--- src/rtl/divider_pkg.sv ---
// Shared constants for the divider result path: default widths, FSM encoding, BCD blank code.
package divider_pkg;
    localparam int N_DEF     = 5;
    localparam int M_DEF     = 3;
    localparam int Q_DIG_DEF = 2;
    localparam int R_DIG_DEF = 1;
    localparam int DEPTH_DEF = 4;
    localparam int BCD_W     = 4;

    typedef logic [1:0] state_t;

    localparam state_t IDLE  = 2'd0;
    localparam state_t SHIFT = 2'd1;
    localparam state_t DONE  = 2'd2;

    localparam logic [BCD_W-1:0] BCD_BLANK = 4'hF;
endpackage

--- src/rtl/bcd_adj3.sv ---
// Double-dabble digit correction: a nibble of 5 or more gets 3 added before the next shift.
module bcd_adj3
    import divider_pkg::*;
(
    input  logic [BCD_W-1:0] nibble,
    output logic [BCD_W-1:0] adjusted
);
    assign adjusted = (nibble >= 4'd5) ? nibble + 4'd3 : nibble;
endmodule

--- src/rtl/divider_bcd_out.sv ---
// Buffers divider results in a FIFO and converts each to packed BCD for a valid/ready consumer.
// Build option: DIVBCD_ZERO_BLANK_EN drives leading-zero quotient digits as the blank code.
module divider_bcd_out
    import divider_pkg::*;
#(
    parameter int N     = N_DEF,
    parameter int M     = M_DEF,
    parameter int Q_DIG = Q_DIG_DEF,
    parameter int R_DIG = R_DIG_DEF,
    parameter int DEPTH = DEPTH_DEF
) (
    input  logic                 clk,
    input  logic                 reset,
    input  logic                 res_rdy,
    input  logic [N-1:0]         merchant,
    input  logic [M-1:0]         remainder,
    output logic                 out_valid,
    input  logic                 out_ready,
    output logic [4*Q_DIG-1:0]   q_bcd,
    output logic [4*R_DIG-1:0]   r_bcd,
    output logic                 overflow,
    output logic                 busy
);
    localparam int QW    = 4 * Q_DIG;
    localparam int RW    = 4 * R_DIG;
    localparam int EW    = N + M;
    localparam int PTR_W = $clog2(DEPTH);
    localparam int CNT_W = $clog2(N);

    localparam logic [PTR_W:0]   FULL = (PTR_W + 1)'(DEPTH);
    localparam logic [CNT_W-1:0] LAST = CNT_W'(N - 1);

    logic [EW-1:0]    mem [DEPTH];
    logic [PTR_W-1:0] wr_ptr, rd_ptr;
    logic [PTR_W:0]   count;
    logic [EW-1:0]    head;
    logic             pop, push_ok;

    state_t           state;
    logic [CNT_W-1:0] cnt;
    logic [QW-1:0]    q_scr, q_adj, q_next, q_fmt;
    logic [RW-1:0]    r_scr, r_adj, r_next;
    logic [N-1:0]     q_bin, r_bin;

    assign head    = mem[rd_ptr];
    assign pop     = (state == IDLE) && (count != '0);
    // A pop in the same cycle frees the slot, so a push into a full FIFO still lands.
    assign push_ok = res_rdy && ((count != FULL) || pop);
    assign busy    = (state != IDLE) || (count != '0);

    // NOTE: storage is not reset; only pointers and count define which entries are live.
    always_ff @(posedge clk) begin
        if (push_ok) mem[wr_ptr] <= {merchant, remainder};
    end

    // NOTE: sequential state uses non-blocking assignments so every register samples pre-edge values.
    always_ff @(posedge clk) begin
        if (!reset) begin
            wr_ptr   <= '0;
            rd_ptr   <= '0;
            count    <= '0;
            overflow <= 1'b0;
        end else begin
            if (push_ok) wr_ptr <= wr_ptr + 1'b1;
            if (pop)     rd_ptr <= rd_ptr + 1'b1;
            count <= count + (PTR_W + 1)'(push_ok) - (PTR_W + 1)'(pop);
            if (res_rdy && !push_ok) overflow <= 1'b1;
        end
    end

    for (genvar d = 0; d < Q_DIG; d++) begin : g_q_adj
        bcd_adj3 u_adj (.nibble(q_scr[4*d +: 4]), .adjusted(q_adj[4*d +: 4]));
    end
    for (genvar d = 0; d < R_DIG; d++) begin : g_r_adj
        bcd_adj3 u_adj (.nibble(r_scr[4*d +: 4]), .adjusted(r_adj[4*d +: 4]));
    end

    assign q_next = {q_adj[QW-2:0], q_bin[N-1]};
    assign r_next = {r_adj[RW-2:0], r_bin[N-1]};

    // NOTE: the default assignment first keeps this block purely combinational (no latch).
    always_comb begin
        q_fmt = q_next;
`ifdef DIVBCD_ZERO_BLANK_EN
        begin : blank_scan
            logic leading;
            leading = 1'b1;
            for (int d = Q_DIG - 1; d >= 1; d--) begin
                if (leading && (q_next[4*d +: 4] == 4'd0)) q_fmt[4*d +: 4] = BCD_BLANK;
                else leading = 1'b0;
            end
        end
`endif
    end

    // Scratch datapath is always loaded before use, so it carries no reset.
    always_ff @(posedge clk) begin
        if (pop) begin
            q_scr <= '0;
            r_scr <= '0;
            q_bin <= head[EW-1:M];
            r_bin <= N'(head[M-1:0]);
        end else if (state == SHIFT) begin
            q_scr <= q_next;
            r_scr <= r_next;
            q_bin <= q_bin << 1;
            r_bin <= r_bin << 1;
        end
    end

    always_ff @(posedge clk) begin
        if (!reset) begin
            state     <= IDLE;
            cnt       <= '0;
            out_valid <= 1'b0;
            q_bcd     <= '0;
            r_bcd     <= '0;
        end else begin
            case (state)
                IDLE: begin
                    if (pop) begin
                        cnt   <= '0;
                        state <= SHIFT;
                    end
                end
                SHIFT: begin
                    cnt <= cnt + 1'b1;
                    if (cnt == LAST) begin
                        q_bcd     <= q_fmt;
                        r_bcd     <= r_next;
                        out_valid <= 1'b1;
                        state     <= DONE;
                    end
                end
                DONE: begin
                    if (out_ready) begin
                        out_valid <= 1'b0;
                        state     <= IDLE;
                    end
                end
                default: state <= IDLE;
            endcase
        end
    end
endmodule

--- config.mk ---
export PLATFORM = sky130hd
export DESIGN_NAME = divider_bcd_out
export DESIGN_NICKNAME = d
export VERILOG_FILES = /design/src/rtl/divider_pkg.sv /design/src/rtl/bcd_adj3.sv /design/src/rtl/divider_bcd_out.sv
export SDC_FILE = /design/constraint.sdc
export NUM_CORES = 1
export LEC_CHECK = 0
export ABC_AREA = 1
export BUFFER_PORTS_ARGS = -buffer_cell sky130_fd_sc_hd__buf_2
export CAP_MARGIN = 5
export CORE_MARGIN = 4
export CORE_UTILIZATION = 56
export CTS_BUF_LIST = sky130_fd_sc_hd__clkbuf_8
export DETAILED_ROUTE_END_ITERATION = 10
export GPL_TIMING_DRIVEN = 0
export PLACE_DENSITY = 0.78
export SLEW_MARGIN = 40
export SYNTH_ARGS = -nofsm -noshare
export SYNTH_HDL_FRONTEND = slang
export SYNTH_SLANG_ARGS = --single-unit
--- constraint.sdc ---
create_clock -name clk -period 2.1 [get_ports clk]
set_input_delay 0.42 -clock clk [delete_from_list [all_inputs] [get_ports clk]]
set_output_delay 0.42 -clock clk [all_outputs]
set_load 0.05 [all_outputs]
==> impl_results.md, run 1 <==
- Status: finished, final reports clean
- # diodes: 0
- Max cap viols: 0
- Clock slew at reported path FFs: ~90 ps
- Syn_nets: 437
- Iteration-0 DRC Markers: about 170
- Slack of the critical path: between 50 and 60 ps
- Critical path class: flip-flop to flip-flop
- CTS hold repair buffers: 0
- Routed met3 length: roughly 390 µm
- H-tree depth: 3
- Drc violations: 0
- Crit Path Max Fanout: 5
- Slew Viols, Final: 0
- Net Sw Power: 2.04 mW
- Routed vias: around 2,700
- #FFs+latches synth: between 80 and 90
- Util after Layout: 67.1%
- First-pass GRT wire length: 11,000 µm
- Post-detailed-route count of antenna-violating nets: 0
- Register share of total power: 41.9%
- Syn_area_per_cell: 8.98 µm²
- Die Width: around 90 µm
- CP endpoint kind: flip-flop
- Synth cell types: 30
- Port Buffers: 26
- Power share of the clock group: between 10% and 20%
- First-pass iteration count of the detailed router: 4
- CTS Buf Count: 9
- Placed cell areas: 0.00391 mm²
- Pwr per Cell Area: 1250 mW/mm²
- Leak Pwr: 1.86 nW
- Die extent in y: a little under 90 µm
- Syn Std Cell Area: approximately 0.0037 mm²
- Drt total wl: approximately 6800 µm
- Top cell type's share of synthesized area: 32.6%
- Initial cell density of the core: roughly 58%
- Met2 wire len: about 3500 µm
- RSZ-0062 raised after global routing: true
- Final period util: 97.2%
- Clock sinks: 82
- Clk buf depth: 2
- Skew-Pair Late Insertion Delay: 360 ps
- Critical Path AT: roughly 2300 ps
- Highest metal used: met4
- Core Region: approximately 0.0063 mm²
- Vias per std cell: 4.98
- P_int: 3.28 mW
- Peak VDD IR: around 0.69 mV
- Worst slew pin tran: 767 ps
- Worst reg-to-reg setup slack: 60 ps
- Area grow syn2layout: 15.8%
- DIE AREA: 0.00793 mm²
- Share of layout cells above drive strength 1: between 20% and 30%
- Total Routing Usage GR: 18.5%
- Setup Skew: about 6.8 ps
- Final Instance Area: roughly 0.0043 mm²
- Tmin final: 2040 ps
- Post-synthesis instance total: about 400
- Largest net degree at the start of global routing: 18
- RD Place Congestion: between 0.7 and 0.8
- Pwr Total: about 5.3 mW
- CTS root buf: clkbuf_8
- Final hold violation count: 0
- Vias in the first global route: ~2,500
- Drt wl/cell: roughly 13 µm
- # nets final: 483
- Buf/Inv on CP: 4
- Wl on met1: ~2800 µm
- Post-DP HPWL: about 4600 µm
- CTS tree: built
- Number of fill cells: around 500
- Sw Ratio: between 30% and 40%
- Gate power share: about two fifths
- Synth Warn #: 0
- Seq/Total Area, Yosys: between 50 and 60%
- Setup WS pre-CTS: -185 ps
- Max Freq: around 490 MHz
- Final-report setup violation count: 0
- Synth top area cells: edfxtp_1 33%, dfxtp_1 23%, nand2_1 8.5%
- Worst slew margin: between 40% and 50%
- Crit path launch type: flip-flop
- IO Pins: 27
- Slowest stage delay, CP: about 400 ps
- CP delay by family, top: adder cells
- Initial antenna violation count: 0
- CP required: roughly 2400 ps
- FP Rows: 29
- Worst Hold Slack: about 270 ps
- Slowest CP cell: fa_2
- Worst path cell trace: nor2_4 -> nand2_2 -> nand2_4 -> inv_4 -> buf_8 -> ha_4 -> inv_2 -> ha_4 -> inv_2 -> fa_2 -> xnor2_2 -> o21ai_1 -> a21oi_1
- Hold crit path type: input port to flip-flop
- Total gr overflow: 0
- Leading area contributor after synthesis: edfxtp_1
-- cells in the mapped netlist --
library cell and instances:
nand2_1 83, inv_1 63, nor2_1 48, dfxtp_1 42, edfxtp_1 40, nand3_1 24
a21oi_1 23, o21ai_0 23, ha_1 14, o21ai_2 6, inv_2 5, nand4_1 5
a31oi_1 4, buf_2 4, buf_6 4, nand2_2 4, buf_4 2, clkbuf_1 2
nand3b_1 2, o22ai_2 2, a21oi_2 1, clkbuf_2 1, fa_1 1, nand2_4 1
nand3_4 1, nor2_2 1, nor2_4 1, o21a_1 1, xnor2_1 1, xor2_1 1
-- registers in the layout, indices dropped and copies added (netlist names), named ones only --
name / count
out_valid: 1
r_scr: 4
rd_ptr: 2
cnt: 3
overflow: 1
mem: 32
state: 2
r_bcd: 4
r_bin: 5
wr_ptr: 2
q_scr: 8
q_bin: 5
count: 3
q_bcd: 8
-- metrics by stage --
| stage | cells | setup TNS [ps] |
|---|---|---|
| after floorplan | 410 | 0 |
| after global placement | 513 | -130 |
| after detailed placement | 513 | -185 |
| after CTS | 535 | 0 |
| after global routing | 538 | -81.6 |
| final | 538 | 0 |
-- cells in the final DEF, fill, tap and decap left out, types with 2 or more instances in the layout --
| cell type | count |
|---|---|
| o21ai_0 | 22 |
| nand3_4 | 2 |
| a31oi_1 | 4 |
| nand2_1 | 82 |
| edfxtp_1 | 40 |
| dfxtp_1 | 37 |
| inv_1 | 61 |
| nand2_2 | 3 |
| dfxtp_4 | 4 |
| inv_2 | 3 |
| a21oi_1 | 23 |
| clkinv_4 | 2 |
| o21ai_2 | 6 |
| nand2_4 | 3 |
| ha_1 | 12 |
| buf_2 | 30 |
| nor2_4 | 2 |
| inv_4 | 4 |
| clkbuf_8 | 9 |
| buf_6 | 4 |
| ha_4 | 2 |
| nor2_1 | 47 |
| buf_4 | 10 |
| nand3b_1 | 2 |
| clkinvlp_4 | 2 |
| clkbuf_1 | 2 |
| nand3_1 | 23 |
| nand4_1 | 5 |
| inv_6 | 2 |
| o22ai_2 | 2 |
-- power by group through the flow --
stage          Clock [mW]  Combinational (mW)  Sequential [mW]
3_3_place_gp            0                1.72             2.23
3_5_place_dp            0                1.77             2.24
2_1_floorplan           0                1.41             2.20
6_report             1.06                2.03             2.23
4_1_cts              1.10                1.88             2.21
5_1_grt              1.18                2.30             2.26
-- per-layer routing --
| metal | track usage [%] | up-vias |
|---|---|---|
| li1 | - | 1415 |
| met1 | 21.4 | 1190 |
| met2 | 32.6 | 67 |
| met3 | 5.81 | 8 |
| met4 | 6.50 | 0 |
| met5 | 0 | - |
-- path summary, 6_finish.rpt --
| kind | cells after the start | to | startpoint |
|---|---|---|---|
| max | 13 | count[2] | count[0] |
| min | 1 | mem[2][4] | merchant[1] |
| max reg2reg | 13 | count[2] | count[0] |
| min reg2reg | 2 | overflow | overflow |
-- cells by family after synthesis --
| group | synth area share, % |
|---|---|
| buf+inv | 9.45 |
| fa+ha+maj | 5.30 |
| xor+xnor | 0.476 |
| compound gates | 9.48 |
| flops | 55.5 |
| simple gates | 19.8 |
-- area by class of cell --
type | count | area, µm² | share of cell area [%]
Sequential cell | 82 | 2060 | 48.3
Multi-Input combinational cell | 247 | 1360 | 31.9
Inverter | 68 | 265 | 6.22
Timing Repair Buffer | 35 | 201 | 4.73
Clock buffer | 9 | 124 | 2.91
Buffer | 13 | 96.3 | 2.26
Tap cell | 77 | 96.3 | 2.26
Clock inverter | 7 | 61.3 | 1.44
-- what timing repair did --
| item | in CTS | in global routing |
|---|---|---|
| pin swaps | 4 | 7 |
| gates cloned | 0 | 0 |
| setup buffers | 6 | 3 |
| endpoints found under the setup margin | 1 | 2 |
| gates resized for setup | 12 | 16 |
(Power assumes the default switching activity.)
==> run 2, diff against run 1 <==
--- a/config.mk
+++ b/config.mk
@@ -5,15 +5,14 @@
 export SDC_FILE = /design/constraint.sdc
 export NUM_CORES = 1
 export LEC_CHECK = 0
-export ABC_AREA = 1
+export ABC_AREA = 0
 export BUFFER_PORTS_ARGS = -buffer_cell sky130_fd_sc_hd__buf_2
 export CAP_MARGIN = 5
 export CORE_MARGIN = 4
-export CORE_UTILIZATION = 56
+export CORE_UTILIZATION = 50
 export CTS_BUF_LIST = sky130_fd_sc_hd__clkbuf_8
 export DETAILED_ROUTE_END_ITERATION = 10
-export GPL_TIMING_DRIVEN = 0
-export PLACE_DENSITY = 0.78
+export PLACE_DENSITY = 0.71
 export SLEW_MARGIN = 40
 export SYNTH_ARGS = -nofsm -noshare
 export SYNTH_HDL_FRONTEND = slang
==> run 2 against run 1 <==
  * Combinational power decreased by 26%
  * Routed wire length decreased by 16%
  * Clock skew decreased by 0.61 ps
  * First-iteration DRC count decreased by 35%
  * Sequential power decreased by 3%
  * Global-route usage decreased by 3.2 points
  * Count of clock-buffer cells in the layout unchanged
  * Sequential share of layout area increased by 2.8 points
  * Critical path type unchanged
  * Critical endpoint unchanged
  * Largest power group unchanged
  * Highest routed layer unchanged
==> impl_results.md, run 2 <==
- Peak VDD IR: 0.541 mV (-22%)
- Syn_area_per_cell: 12.5 µm² (+40%)
- Total gr overflow: 0 (unchanged)
- DIE AREA: 0.00820 mm² (+3.4%)
- CP required: 2340 ps (-50 ps)
- Synth Warn #: 0 (unchanged)
- Syn Std Cell Area: 0.00341 mm² (-7.4%)
- Skew-Pair Late Insertion Delay: 340 ps (-20 ps)
- RD Place Congestion: 0.764 (-3.7%)
- Util after Layout: 61.7% (-5.4 points)
- Count leader, synth: dfxtp_1
- Vias in the first global route: 2,078 (-16%)
- Drt wl/cell: 14.3 µm (+13%)
- Die Width: 90.6 µm (+1.7%)
- Simple-gate share of the synthesized area: 13.3% (-6.6 points)
- Initial antenna violation count: 0 (unchanged)
- Net Sw Power: 1.47 mW (-28%)
- Die extent in y: 90.6 µm (+1.7%)
- Post-synth EDFFs: 40 (unchanged)
- Largest register FFs: 32 (unchanged)
- Post-synthesis instance total: 272 (-34%)
- Drc violations: 0 (unchanged)
- Multiplexer share of the synthesized area: 7.86% (+7.9 points)
- Synth async-reset ratio: 0% (unchanged)
- Largest reg by FF count: mem
- Clk buf depth: 2 (unchanged)
- #FFs+latches synth: 82 (unchanged)
- Initial cell density of the core: 52.5% (-5.5 points)
- Drt total wl: 5710 µm (-16%)
- FP Rows: 29 (unchanged)
- P_int: 3.39 mW (+3.5%)
- Worst reg-to-reg setup slack: 0.3 ps (-60 ps)
- Iteration-0 DRC Markers: 110 (-35%)
- Commonest cells post-synth: 42 x dfxtp_1, 40 x edfxtp_1, 22 x nand2_1, 17 x o21ai_0
- # nets final: 345 (-29%)
- Pwr Total: 4.86 mW (-8.5%)
- Clock slew at reported path FFs: 70 ps (-20 ps)
- Leading area contributor after synthesis: edfxtp_1
- Status: finished, final reports clean
- Clock sinks: 82 (unchanged)
- RSZ-0062 raised after global routing: true
- CTS hold repair buffers: 0 (unchanged)
- Max Freq: 476 MHz (-2.8%)
- Top flop regs: mem x32, q_bcd x8, q_scr x8
- RR Startpoint: count[0]
- Port Buffers: 26 (unchanged)
- Critical path class: flip-flop to flip-flop
- Worst slew pin tran: 514 ps (-254 ps)
- Setup crit end: count[2]
- IO Pins: 27 (unchanged)
- Slowest stage delay, CP: 380 ps (about the same)
- H-tree depth: 3 (unchanged)
- Area grow syn2layout: 17.6%
- Largest net degree at the start of global routing: 21 (+3)
- Critical Path AT: 2330 ps (about the same)
- Synth cell types: 40 (+33%)
- Final hold violation count: 0 (unchanged)
- Seq/Total Area, Yosys: 59.9% (+4.4 points)
- Final Instance Area: 0.00401 mm² (-6.0%)
- Pwr per Cell Area: 1210 mW/mm² (-2.7%)
- Max cap viols: 0 (unchanged)
- CTS Buf Count: 9 (unchanged)
- Final-report setup violation count: 0 (unchanged)
- Gate power share: 31.1% (-7.1 points)
- Synth Area in XOR/XNOR: 2.31% (+1.8 points)
- Worst r2r path cells: 11 (-2)
- Hold crit path type: input port to flip-flop
- Worst path cell trace: or3_4 -> nand2_4 -> inv_4 -> ha_4 -> inv_2 -> ha_4 -> inv_2 -> fa_2 -> xnor2_2 -> xnor2_1 -> and2_1
- Core Region: 0.00649 mm² (+2.3%)
- Post-detailed-route count of antenna-violating nets: 0 (unchanged)
- Crit Path Max Fanout: 3 (-2)
- Post-synth top flop: dfxtp_1
- Slew Viols, Final: 0 (unchanged)
- First-pass iteration count of the detailed router: 4 (unchanged)
- Post-DP HPWL: 4000 µm (-13%)
- Worst slew margin: 65.8% (+17 points)
- Total Routing Usage GR: 15.3% (-3.2 points)
- CP endpoint kind: flip-flop
- Crit path launch type: flip-flop
- Critical R2R Capture: count[2]
- Synth top area cells: edfxtp_1 35%, dfxtp_1 25%, mux4_2 5.3%
- CTS tree: built
- Final period util: 100% (+2.8 points)
- Placed cell areas: 0.00378 mm² (-3.4%)
- Commonest non-fill, non-tap cell in the layout: edfxtp_1
- # diodes: 0 (unchanged)
- Register share of total power: 44.6% (+2.7 points)
- Syn_nets: 299 (-32%)
- Complex-gate fraction of the synthesized area: 7.64% (-1.8 points)
- Post-Synth Adder-Cell Area: 5.73% (+0.42 points)
- Routed vias: 2,106 (-21%)
- Commonest cells after routing, fill and taps aside: 40 x edfxtp_1, 38 x dfxtp_1, 26 x buf_2
- Share of layout cells above drive strength 1: 29.7% (+8.5 points)
- Top cell type's share of synthesized area: 35.2% (+2.6 points)
- CTS root buf: clkbuf_8
- Largest family of logic cells by synthesized area: simple AND/OR/NAND/NOR gates
- Tmin final: 2100 ps (+58.7 ps)
- Power share of the clock group: 24.3% (+4.4 points)
- Setup Skew: 6.24 ps (-0.606 ps)
- Vias per std cell: 5.27 (+5.7%)
- Leak Pwr: 1.55 nW (-17%)
- Launch point of the worst path: count[0]
- Slowest CP cell: or3_4
- First-pass GRT wire length: 9940 µm (-9.8%)
- Sw Ratio: 30.2% (-8.1 points)
==> run 2: how the worst min path moves through the flow <==
stage            startpoint        end  slack, ps  cells after the start
6_report       remainder[0]  mem[3][0]        290                      1
5_1_grt        remainder[1]  mem[3][1]        280                      1
4_1_cts        remainder[0]  mem[2][0]        270                      1
3_5_place_dp      out_valid  out_valid        460                      2
3_3_place_gp       r_bin[2]   r_bin[3]        440                      1
2_1_floorplan      r_bin[2]   r_bin[3]        440                      1
==> run 2: power groups by stage <==
| stage | sequential, mW | combinational, mW | clock, mW |
|---|---|---|---|
| 2_1_floorplan | 2.16 | 1.09 | 0 |
| 3_3_place_gp | 2.18 | 1.46 | 0 |
| 3_5_place_dp | 2.20 | 1.50 | 0 |
| 4_1_cts | 2.16 | 1.52 | 1.21 |
| 5_1_grt | 2.20 | 1.69 | 1.29 |
| 6_report | 2.17 | 1.51 | 1.18 |
==> run 2: what timing repair did <==
| action | 4_1_cts | 5_1_grt |
|---|---|---|
| gates resized for setup | 2 | 3 |
| pin swaps | 4 | 2 |
| buffers inserted | 1 | 0 |
| endpoints found under the setup margin | 1 | 1 |
==> run 2: cells by family after synthesis <==
kind of cell | after synthesis
AO/OA/AOI/OAI | 43
XOR/XNOR | 9
adder cells (fa/ha/maj) | 15
buffers and inverters | 26
flip-flops | 82
multiplexers | 16
AND/OR/NAND/NOR | 81
==> run 2: layer usage <==
layer  wire [µm]  global-route usage [%]  vias to the layer above
met5           0                       0                        -
met4          75                    5.74                        0
met3         205                    4.58                        7
met2        2850                    25.3                       30
met1        2580                    18.8                      996
li1            -                       -                     1073
==> run 2: final cells by class <==
type | instances | area, µm²
fill | 499 | 2490
sequential | 82 | 2050
multi-input combinational | 164 | 1320
timing repair buffer | 46 | 280
clock buffer | 9 | 124
tap | 77 | 96.3
clock inverter | 7 | 83.8
inverter | 15 | 58.8
==> run 2: metrics by stage <==
stage	setup slack (ps)	hold WS, ps	TNS (ps)	cells
6_report	0.252	288	0	400
5_1_grt	-62.6	277	-62.6	400
4_1_cts	-2.49	271	-2.49	400
3_5_place_dp	-116	460	-116	383
3_3_place_gp	-19.1	442	-19.1	383
2_1_floorplan	-86.6	436	-86.6	272
==> run 2: worst max-delay path, delay by kind of cell, from the launching register on <==
family,cells,cell delay [ps]
xor gates and xnor gates,2,250
and+or+nand+nor,3,610
buffers and inverters,3,130
adders and majority gates,3,650
DFF,1,340
==> run 3, diff against run 2 <==
--- a/config.mk
+++ b/config.mk
@@ -8,11 +8,14 @@
 export ABC_AREA = 0
 export BUFFER_PORTS_ARGS = -buffer_cell sky130_fd_sc_hd__buf_2
 export CAP_MARGIN = 5
+export CELL_PAD_IN_SITES_DETAIL_PLACEMENT = 2
+export CELL_PAD_IN_SITES_GLOBAL_PLACEMENT = 2
 export CORE_MARGIN = 4
-export CORE_UTILIZATION = 50
+export CORE_UTILIZATION = 38
 export CTS_BUF_LIST = sky130_fd_sc_hd__clkbuf_8
 export DETAILED_ROUTE_END_ITERATION = 10
-export PLACE_DENSITY = 0.71
+export PLACE_DENSITY_LB_ADDON = 0.1
+export RECOVER_POWER = 50
 export SLEW_MARGIN = 40
 export SYNTH_ARGS = -nofsm -noshare
 export SYNTH_HDL_FRONTEND = slang
==> run 3 against run 2 <==
  * The run now ends with setup timing left
  * Clock power decreased by 8%
  * Clock skew rose by 3.0 ps
  * Critical path depth stayed put
  * Fmax fell by 1.5%
  * Worst hold slack improved by 30 ps
  * Final cell count increased by 8.5%
  * Global-route usage up 0.082 points
  * Final area down 0.50%
  * Combinational power grew 3%
  * Non-clock buffer count grew 3
  * Core utilization down 16 points
  * Largest power group unchanged
  * Highest routed layer unchanged
==> impl_results.md, run 3 (synthesis results as in run 2) <==
- Die extent in y: 103 µm (+13%)
- Routed vias: 2,207 (+4.8%)
- Final hold violation count: 0 (unchanged)
- Clk buf depth: 2 (unchanged)
- Failing checks: setup timing
- CTS Buf Count: 9 (unchanged)
- Commonest non-fill, non-tap cell in the layout: edfxtp_1
- Commonest cells after routing, fill and taps aside: 40 x edfxtp_1, 38 x dfxtp_1, 28 x clkbuf_1
- Initial cell density of the core: 39.1% (-13 points)
- DIE AREA: 0.0105 mm² (+29%)
- Buf/Inv on CP: 3 (unchanged)
- Worst path cell trace: or3_4 -> nand2_4 -> inv_4 -> ha_4 -> inv_2 -> ha_4 -> inv_2 -> fa_2 -> xnor2_2 -> xnor2_1 -> and2_1
- Total Routing Usage GR: 15.4% (+0.082 points)
- Pwr Total: 4.80 mW (-1.3%)
- Largest net degree at the start of global routing: 20 (-4.8%)
- Clock slew at reported path FFs: 90 ps (+20 ps)
- H-tree depth: 3 (unchanged)
- Setup Skew: 9.24 ps (+3.00 ps)
- Share of layout cells above drive strength 1: 21.5% (-8.2 points)
- Clock sinks: 82 (unchanged)
- Max Freq: 469 MHz (-1.5%)
- First-pass GRT wire length: 12,200 µm (+23%)
- CP delay by family, top: adder cells
- CP endpoint kind: flip-flop
- Final period util: 101% (+1.5 points)
- Hold crit path type: input port to flip-flop
- CTS tree: built
- CP required: 2350 ps (about the same)
- Top flop regs: mem x32, q_bcd x8, q_scr x8
- Crit path launch type: flip-flop
- RSZ-0062 raised after global routing: true
- Slew Viols, Final: 0 (unchanged)
- Post-DP HPWL: 5380 µm (+35%)
- Post-detailed-route count of antenna-violating nets: 0 (unchanged)
- Critical Path AT: 2380 ps (+50 ps)
- Critical path class: flip-flop to flip-flop
- Drt wl/cell: 17.0 µm (+19%)
- Tmin final: 2130 ps (+31.0 ps)
- Leak Pwr: 1.44 nW (-6.7%)
- Drt total wl: 7370 µm (+29%)
- Peak VDD IR: 0.465 mV (-14%)
- Die Width: 103 µm (+13%)
- Slowest stage delay, CP: 400 ps (+20 ps)
- First-pass iteration count of the detailed router: 4 (unchanged)
- Slack of the critical path: -30.8 ps (-31.0 ps)
- Max cap viols: 0 (unchanged)
- Vias per std cell: 5.09 (-3.4%)
- Number of fill cells: 886 (+78%)
- Status: finished, violations left
- Area grow syn2layout: 17.0%
- Final-report setup violation count: 1 (+1)
- Worst slew margin: 53.1% (-13 points)
- Vias in the first global route: 2,448 (+18%)
- Skew-Pair Late Insertion Delay: 360 ps (+20 ps)
- Crit Path Max Fanout: 2 (-1)
- Post-Layout Cell Count: 434 (+8.5%)
- Largest register FFs: 32 (unchanged)
- Slowest CP cell: or3_4
- Worst slew pin tran: 704 ps (+190 ps)
- IO Pins: 27 (unchanged)
- Drc violations: 0 (unchanged)
- FP Rows: 34 (+17%)
- Iteration-0 DRC Markers: 48 (-56%)
- Inst Count DP: 416 (+8.6%)
- # diodes: 0 (unchanged)
- Largest reg by FF count: mem
- CTS root buf: clkbuf_8
- Initial antenna violation count: 0 (unchanged)
- Pwr per Cell Area: 1200 mW/mm² (-0.81%)
- RD Place Congestion: 0.727 (-4.9%)
- # nets final: 348 (+0.87%)
- Port Buffers: 26 (unchanged)
- Core Region: 0.00872 mm² (+34%)
- Total gr overflow: 0 (unchanged)
- Util after Layout: 45.7% (-16 points)
==> run 3: cell type report <==
class                           instances  area, µm²  share of cell area (%)
Clock inverter                          6       50.0                    1.26
Multi-Input combinational cell        164       1300                    32.7
Inverter                               15       58.8                    1.47
Timing Repair Buffer                   49        253                    6.34
Clock buffer                           10        138                    3.45
Tap cell                              108        135                    3.39
Sequential cell                        82       2050                    51.4
==> run 3: worst reg2reg max path, stage by stage (launching register included) <==
cell and delay, ps:
dfxtp_2 330, or3_4 400, nand2_4 80, inv_4 40, ha_4 210, inv_2 60
ha_4 120, inv_2 30, fa_2 340, xnor2_2 140, xnor2_1 120, and2_1 150
==> run 3: routing by layer <==
layer | vias to the layer above | track usage (%) | share of wire, %
li1 | 1075 | - | -
met1 | 1097 | 18.5 | 44
met2 | 24 | 26.9 | 52
met3 | 11 | 2.77 | 2.5
met4 | 0 | 6.66 | 1.7
met5 | - | 0 | 0
==> run 3: through the flow <==
stage / worst slack, ps / instance area, µm² / TNS [ps] / hold WS (ps)
floorplan: -86.6 / 3460 / -86.6 / 436
global placement: -22.8 / 3830 / -22.8 / 443
detailed placement: -99.5 / 3830 / -99.5 / 459
CTS: -44.4 / 4040 / -44.4 / 255
global route: -107 / 3990 / -150 / 332
finish: -30.8 / 3990 / -30.8 / 318
==> run 3: what timing repair did <==
item	in CTS	in global routing
endpoints found under the setup margin	1	1
hold buffers	0	0
setup buffers	2	0
resized for setup	3	1
pin swaps	4	0
==> run 3: worst paths after layout <==
check | depth (start not counted) | slack [ps] | start | endpoint
worst max-delay path | 11 | -30 | count[2] | count[2]
worst min-delay path | 1 | 320 | merchant[3] | mem[3][6]
worst max register to register | 11 | -30 | count[2] | count[2]
worst min register to register | 2 | 470 | r_bcd[0] | r_bcd[0]
==> run 3: report_power, final <==
group	internal, mW	switching (mW)	leakage [nW]	total (mW)
logic	0.717	0.838	0.627	1.56
registers	2.01	0.158	0.719	2.16
clock network	0.477	0.602	0.0964	1.08
total	3.20	1.60	1.44	4.80
